### src/rtl/stream_mux_rr_if.sv
// ---------------------------------------------------------------------------
// stream_mux_rr_if
// Bundle of the N-to-1 round-robin stream mux handshake and data signals.
//
// Signals:
//   in_valid  [NUM_CH]            per-channel valid, bit i = channel i
//   in_data   [NUM_CH*BUS_WIDTH]  packed data, channel i at [i*BUS_WIDTH +: BUS_WIDTH]
//   in_ready  [NUM_CH]            per-channel ready, one-hot or zero
//   out_valid                     output register holds a beat
//   out_data  [BUS_WIDTH]         registered output data
//   out_ch    [CH_W]              channel that sourced out_data
//   out_ready                     downstream accept
//   in_last / out_last            packet delimiters, only with STREAM_MUX_LOCK_EN
//
// Modports: master = traffic source/sink side, slave = the mux.
// Optional feature macro: STREAM_MUX_LOCK_EN.
// ---------------------------------------------------------------------------
interface stream_mux_rr_if #(
  parameter int unsigned BUS_WIDTH = 8,
  parameter int unsigned NUM_CH    = 4,
  parameter int unsigned CH_W      = $clog2(NUM_CH)
);

  logic [NUM_CH-1:0]           in_valid;
  logic [NUM_CH*BUS_WIDTH-1:0] in_data;
  logic [NUM_CH-1:0]           in_ready;
  logic                        out_valid;
  logic [BUS_WIDTH-1:0]        out_data;
  logic [CH_W-1:0]             out_ch;
  logic                        out_ready;

`ifdef STREAM_MUX_LOCK_EN
  logic [NUM_CH-1:0]           in_last;
  logic                        out_last;

  modport master (
    output in_valid, in_data, in_last, out_ready,
    input  in_ready, out_valid, out_data, out_ch, out_last
  );

  modport slave (
    input  in_valid, in_data, in_last, out_ready,
    output in_ready, out_valid, out_data, out_ch, out_last
  );
`else
  modport master (
    output in_valid, in_data, out_ready,
    input  in_ready, out_valid, out_data, out_ch
  );

  modport slave (
    input  in_valid, in_data, out_ready,
    output in_ready, out_valid, out_data, out_ch
  );
`endif

endinterface

### src/rtl/stream_mux_rr.sv
// ---------------------------------------------------------------------------
// stream_mux_rr
// Round-robin multiplexer of NUM_CH valid/ready input streams onto one
// registered output stream. The grant is searched from the channel after the
// last winner (ptr) with wrap-around; the output register sustains one beat
// per clock when downstream drains and a new beat loads in the same cycle.
//
// Ports:
//   clk    rising-edge clock
//   reset  asynchronous, active-high reset
//   bus    stream_mux_rr_if.slave (inputs in_valid/in_data/out_ready,
//          outputs in_ready/out_valid/out_data/out_ch)
//
// Optional feature macro: STREAM_MUX_LOCK_EN
//   Adds in_last/out_last. A beat with in_last==0 locks arbitration onto its
//   channel until that channel delivers a beat with in_last==1.
// ---------------------------------------------------------------------------
module stream_mux_rr #(
  parameter int unsigned BUS_WIDTH = 8,
  parameter int unsigned NUM_CH    = 4,
  parameter int unsigned CH_W      = $clog2(NUM_CH)
) (
  input  logic            clk,
  input  logic            reset,
  stream_mux_rr_if.slave  bus
);

  // ptr resets to the last channel so channel 0 is searched first
  localparam logic [CH_W-1:0] PTR_RST = CH_W'(NUM_CH - 1);

  // Output register and arbitration pointer
  logic                 out_valid_q, out_valid_d;
  logic [BUS_WIDTH-1:0] out_data_q,  out_data_d;
  logic [CH_W-1:0]      out_ch_q,    out_ch_d;
  logic [CH_W-1:0]      ptr_q,       ptr_d;

  // Grant datapath
  logic                 can_load;
  logic                 grant_found;
  logic [CH_W-1:0]      grant_idx;
  logic [BUS_WIDTH-1:0] grant_data;
  logic                 xfer;
  logic [NUM_CH-1:0]    in_ready_c;
  int unsigned          cand;
  logic [CH_W-1:0]      cand_idx;

`ifdef STREAM_MUX_LOCK_EN
  typedef enum logic {
    ST_FREE   = 1'b0,
    ST_LOCKED = 1'b1
  } lock_state_e;

  lock_state_e          state_q,   state_d;
  logic [CH_W-1:0]      lock_ch_q, lock_ch_d;
  logic                 out_last_q, out_last_d;
`endif

  // Output register can take a new beat when empty or being drained
  assign can_load = !out_valid_q || bus.out_ready;

  // Rotating priority search starting at ptr+1; a held lock overrides it
  always_comb begin : grant_search
    grant_found = 1'b0;
    grant_idx   = '0;
    cand        = 0;
    cand_idx    = '0;
    for (int unsigned k = 1; k <= NUM_CH; k++) begin
      cand = 32'(ptr_q) + k;
      if (cand >= NUM_CH) begin
        cand = cand - NUM_CH;
      end
      cand_idx = CH_W'(cand);
      if (!grant_found && bus.in_valid[cand_idx]) begin
        grant_found = 1'b1;
        grant_idx   = cand_idx;
      end
    end
`ifdef STREAM_MUX_LOCK_EN
    if (state_q == ST_LOCKED) begin
      grant_found = bus.in_valid[lock_ch_q];
      grant_idx   = lock_ch_q;
    end
`endif
  end

  // Select the granted channel's data slice
  always_comb begin : data_select
    grant_data = '0;
    for (int unsigned k = 0; k < NUM_CH; k++) begin
      if (CH_W'(k) == grant_idx) begin
        grant_data = bus.in_data[k*BUS_WIDTH +: BUS_WIDTH];
      end
    end
  end

  // No transfer is allowed while reset is asserted
  assign xfer = can_load && grant_found && !reset;

  // One-hot ready for the granted channel only
  always_comb begin : ready_decode
    in_ready_c = '0;
    if (xfer) begin
      in_ready_c[grant_idx] = 1'b1;
    end
  end

  // Output register and pointer next-state
  always_comb begin : out_next
    out_valid_d = out_valid_q;
    out_data_d  = out_data_q;
    out_ch_d    = out_ch_q;
    ptr_d       = ptr_q;
    if (xfer) begin
      out_valid_d = 1'b1;
      out_data_d  = grant_data;
      out_ch_d    = grant_idx;
      ptr_d       = grant_idx;
    end else if (bus.out_ready) begin
      out_valid_d = 1'b0;
    end
  end

  // Output register and pointer state
  always_ff @(posedge clk or posedge reset) begin : out_regs
    if (reset) begin
      out_valid_q <= 1'b0;
      out_data_q  <= '0;
      out_ch_q    <= '0;
      ptr_q       <= PTR_RST;
    end else begin
      out_valid_q <= out_valid_d;
      out_data_q  <= out_data_d;
      out_ch_q    <= out_ch_d;
      ptr_q       <= ptr_d;
    end
  end

`ifdef STREAM_MUX_LOCK_EN
  // Packet lock FSM: non-last beat locks, last beat from the locked channel frees
  always_comb begin : lock_next
    state_d    = state_q;
    lock_ch_d  = lock_ch_q;
    out_last_d = out_last_q;
    if (xfer) begin
      out_last_d = bus.in_last[grant_idx];
      case (state_q)
        ST_FREE: begin
          if (!bus.in_last[grant_idx]) begin
            state_d   = ST_LOCKED;
            lock_ch_d = grant_idx;
          end
        end
        ST_LOCKED: begin
          if (bus.in_last[grant_idx]) begin
            state_d = ST_FREE;
          end
        end
        default: state_d = ST_FREE;
      endcase
    end
  end

  // Lock state and registered out_last
  always_ff @(posedge clk or posedge reset) begin : lock_regs
    if (reset) begin
      state_q    <= ST_FREE;
      lock_ch_q  <= '0;
      out_last_q <= 1'b0;
    end else begin
      state_q    <= state_d;
      lock_ch_q  <= lock_ch_d;
      out_last_q <= out_last_d;
    end
  end

  assign bus.out_last = out_last_q;
`endif

  assign bus.in_ready  = in_ready_c;
  assign bus.out_valid = out_valid_q;
  assign bus.out_data  = out_data_q;
  assign bus.out_ch    = out_ch_q;

endmodule

### src/flat_wrapper.sv
// flat-port wrapper written by rule: the top's interface ports become plain ports
module stream_mux_rr_flat 
#(
  parameter int unsigned BUS_WIDTH = 8,
  parameter int unsigned NUM_CH    = 4,
  parameter int unsigned CH_W      = $clog2(NUM_CH)
)
  (clk, reset, bus_in_valid, bus_in_data, bus_out_ready, bus_in_ready, bus_out_valid, bus_out_data, bus_out_ch);
  stream_mux_rr_if #(.BUS_WIDTH(BUS_WIDTH), .NUM_CH(NUM_CH), .CH_W(CH_W)) bus_i ();
  input  logic clk;
  input  logic reset;
  input wire logic [$bits(bus_i.in_valid)-1:0] bus_in_valid;
  input wire logic [$bits(bus_i.in_data)-1:0] bus_in_data;
  input wire logic [$bits(bus_i.out_ready)-1:0] bus_out_ready;
  output wire logic [$bits(bus_i.in_ready)-1:0] bus_in_ready;
  output wire logic [$bits(bus_i.out_valid)-1:0] bus_out_valid;
  output wire logic [$bits(bus_i.out_data)-1:0] bus_out_data;
  output wire logic [$bits(bus_i.out_ch)-1:0] bus_out_ch;
  assign bus_i.in_valid = bus_in_valid;
  assign bus_i.in_data = bus_in_data;
  assign bus_i.out_ready = bus_out_ready;
  assign bus_in_ready = bus_i.in_ready;
  assign bus_out_valid = bus_i.out_valid;
  assign bus_out_data = bus_i.out_data;
  assign bus_out_ch = bus_i.out_ch;
  stream_mux_rr #(.BUS_WIDTH(BUS_WIDTH), .NUM_CH(NUM_CH), .CH_W(CH_W)) u_core (.clk(clk), .reset(reset), .bus(bus_i));
endmodule
### config.mk
export PLATFORM = sky130hd
export DESIGN_NAME = stream_mux_rr_flat
export DESIGN_NICKNAME = d
export VERILOG_FILES = /design/src/rtl/stream_mux_rr_if.sv /design/src/rtl/stream_mux_rr.sv /design/src/flat_wrapper.sv
export SDC_FILE = /design/constraint.sdc
export NUM_CORES = 1
export LEC_CHECK = 0
export CORE_UTILIZATION = 38
export DETAILED_ROUTE_END_ITERATION = 10
export PLACE_DENSITY = 0.79
export SYNTH_ARGS = -nofsm -noshare
export SYNTH_HDL_FRONTEND = slang
export SYNTH_SLANG_ARGS = --single-unit
### constraint.sdc
create_clock -name clk -period 2.1 [get_ports clk]
set_input_delay 0.315 -clock clk [delete_from_list [all_inputs] [get_ports clk]]
set_output_delay 0.315 -clock clk [all_outputs]
set_load 0.005 [all_outputs]
==> impl_metrics.csv <==
group,metric,value,unit
power_and_ir_drop,pwr-share-comb,0.538,
critical_path,cp-start-kind,"flop",
synthesis,avgSynthCellArea,8.990,um^2
sta,relSlewSlack,0.7929,
synthesis,synth-async-reset-ratio,1.000,
synthesis,yosysWarnings,0,
detailed_routing,drtAntennaViolNets,0,
critical_path,end_kind,"output pin",
power_and_ir_drop,ir_drop,0.4112,mV
final_layout,fin_util,0.7226,
global_routing,grt_max_degree,17,
synthesis,ys.flop_type,"dfrtp_1",
synthesis,synth_seq_cells,13,
die,die_area,0.002761,mm^2
final_layout,drive_gt1_frac,0.2614,
die,top_level_ports,54,
critical_path,crit_buf_inv,1,
power_and_ir_drop,power_frac_clock,0.130,
sta,worst_clock_skew,0.004161,ns
die,initial_utilization,0.4188,
global_routing,met2_usage,0.4072,
final_layout,antennaDiodeCount,0,
clocking,cts.root.buffer_cell,"clkbuf_4",
critical_path,crit_required,1.78,ns
sta,setup_viol,0,
final_layout,mostFrequentLayoutCells,"clkdlybuf4s50_1, buf_4, nand2_1",
synthesis,syn-num-nets,147,
detailed_routing,wl_per_cell,13.78,um
sta,max_freq,0.4928,GHz
global_routing,grt_first_pass_wirelength,4498,um
power_and_ir_drop,power.leakage,0.7598,nW
synthesis,synth-edff-count,0,
power_and_ir_drop,power.share.sequential,0.332,
final_layout,area_growth,72.55,%
final_layout,layout_commonest_cell,"clkdlybuf4s50_1",
clocking,cts_buffers,3,
job,max_cap_viol_count,0,
hold_path,hp-class,"in2async",
clocking,clock_latency,0.28,ns
die,fp.dieW,52.55,um
clocking,clock_sinks,13,
final_layout,fin_nets,216,
sta,rsz0062_at_grt,"true",
detailed_routing,drt_iter0_markers,16,
detailed_routing,route.detailed.drc,0,
critical_path,cp_cell_sequence,"nand2b_4, a21o_1, and3_4, and2_1, clkdlybuf4s15_1",
synthesis,synth_area_leader_cell,"dfrtp_1",
synthesis,ys_seq_area_frac,0.3376,
critical_path,critical_path_arrival,1.71,ns
global_routing,use_met3,0.03478,
synthesis,synthCells,108,
power_and_ir_drop,power_density,704.1,mW/mm^2
die,die-height,52.55,um
global_routing,first_global_vias,990,
synthesis,synth_top_area_frac,0.2835,
global_routing,grt_usage,0.2279,
clocking,h-tree-depth,1,
clocking,cts_max_path_buffers,2,
power_and_ir_drop,internal-power,0.0007983,W
critical_path,crit_fanout,4,
placed_design,portBuffers,53,
power_and_ir_drop,switching_share,0.3232,
detailed_routing,finalWirelength,2811,um
placed_design,hpwl,2265,um
synthesis,synth_area,970.9,um^2
critical_path,cp_top_family,"flip-flops",
clocking,cts_tree,"yes",
detailed_routing,num_vias,1075,
synthesis,yosysUniqueCellTypes,29,
critical_path,critical_path_class,"reg2out",
sta,hold_viol,0,
placed_design,gp_congestion,0.9135,
power_and_ir_drop,net-switching-power,0.0003813,W
sta,finalWorstSetupSlack,0.07097,ns
clocking,path_clk_slew,0.08,ns
global_routing,antenna_found_initial,0,
sta,period_minus_slack,2.029,ns
die,fp.coreArea,0.002318,mm^2
critical_path,critPathSlowestCell,"dfstp_2",
sta,setup_tns,0,ns
run_status,outcome,"completed",
global_routing,grt.busiest_layer,"met2",
die,rows,17,
placed_design,dp_slack,-0.3466,ns
detailed_routing,via_per_inst,5.270,
synthesis,synth_area_leaders,"dfrtp_1, mux2i_1, o211ai_2, and4_1, dfstp_2",
sta,finalMaxSlewViolations,0,
global_routing,grt_remaining_overflow,0,
sta,tightest_slew,0.3075,ns
detailed_routing,dr.pass1.iters,4,
critical_path,max_stage_delay,0.59,ns
global_routing,grtUsageMet1,0.2779,
sta,finalCritPeriodShare,0.9662,
## synthesized netlist by cell type, types with 2 or more instances
cell / n
o211ai_1: 3
o21ai_0: 7
nand2_1: 14
and3_1: 2
and4_1: 8
nor2_1: 3
dfrtp_1: 11
a21bo_2: 2
o21a_1: 2
a31oi_1: 8
buf_2: 3
o21ai_1: 2
dfstp_2: 2
o211ai_2: 6
nand2b_1: 5
inv_1: 10
mux2i_1: 8
## through the flow
| stage | hold slack (ns) | std cells | total power (W) | instance area [um^2] |
|---|---|---|---|---|
| CTS | 0.4154 | 204 | 0.001178 | 1675 |
| global placement | 0.4637 | 198 | 0.0009820 | 1608 |
| detailed placement | 0.4706 | 198 | 0.001004 | 1608 |
| global route | 0.4766 | 204 | 0.001267 | 1675 |
| floorplan | 0.2154 | 108 | 0.0006810 | 970.9 |
| finish | 0.4443 | 204 | 0.001180 | 1675 |
## repair_timing
| action | CTS | global route |
|---|---|---|
| endpoints found under the setup margin | 4 | 4 |
| pin swaps | 3 | 1 |
| endpoints found under the hold margin | 0 | 0 |
| cloned | 0 | 0 |
| hold buffers | 0 | 0 |
| buffers inserted | 2 | 0 |
| gates resized for setup | 18 | 9 |
## worst reg2reg max path, cell delays in order (launching register included)
cell and delay [ns]:
dfstp_2 0.59, nand2b_4 0.14, a21o_1 0.15, buf_4 0.12, buf_4 0.17, a31oi_1 0.09
o21ai_0 0.28, o211ai_2 0.12
## final timing paths
check / startpoint / end / slack, ns / cells past startpoint
setup / recovery: u_core.ptr_q[0]$_DFFE_PP1P_ / bus_in_ready[0] / 0.07 / 5
hold / removal: reset / u_core.bus.out_valid$_DFFE_PP0P_ / 0.44 / 3
setup reg to reg: u_core.ptr_q[0]$_DFFE_PP1P_ / u_core.bus.out_data[3]$_DFFE_PP0P_ / 0.32 / 7
hold reg to reg: u_core.bus.out_ch[1]$_DFFE_PP0P_ / u_core.bus.out_ch[1]$_DFFE_PP0P_ / 0.49 / 2
max in group asynchronous: reset / u_core.ptr_q[0]$_DFFE_PP1P_ / 1.42 / 3
min in group clk: u_core.bus.out_ch[1]$_DFFE_PP0P_ / u_core.bus.out_ch[1]$_DFFE_PP0P_ / 0.49 / 2
## state kept, by name, summed over array words and instances (netlist names)
| register | cells |
|---|---|
| u_core.bus.out_valid | 1 |
| u_core.bus.out_data | 8 |
| u_core.ptr_q | 2 |
| u_core.bus.out_ch | 2 |
## power by group through the flow
stage,sequential [W],combinational (W),clock (W)
2_1_floorplan,0.000388,0.000293,0
3_5_place_dp,0.000393,0.000610,0
3_3_place_gp,0.000389,0.000593,0
6_report,0.000392,0.000635,0.000153
5_1_grt,0.000399,0.000693,0.000175
4_1_cts,0.000389,0.000631,0.000158
## routing by layer
| metal | share of wire | vias up | wire length, um |
|---|---|---|---|
| li1 | - | 528 | - |
| met1 | 0.41 | 502 | 1166 |
| met2 | 0.52 | 41 | 1452 |
| met3 | 0.053 | 4 | 150 |
| met4 | 0.015 | 0 | 42 |
| met5 | 0 | - | 0 |
## final cells by class
class,instances,area (um^2)
tap,28,35.03
clock buffer,4,26.28
inverter,10,37.54
timing repair buffer,70,641.9
fill,187,643.1
multi-input combinational,79,606.8
sequential,13,327.8
## cell families after synthesis
kind of cell           share of synthesized area
AOI/OAI and AO/OA                         0.2564
buffers and inverters                    0.08118
DFF                                       0.3376
muxes                                    0.08248
and+or+nand+nor                           0.2423
Note: power is estimated with default switching activity, not from simulation.
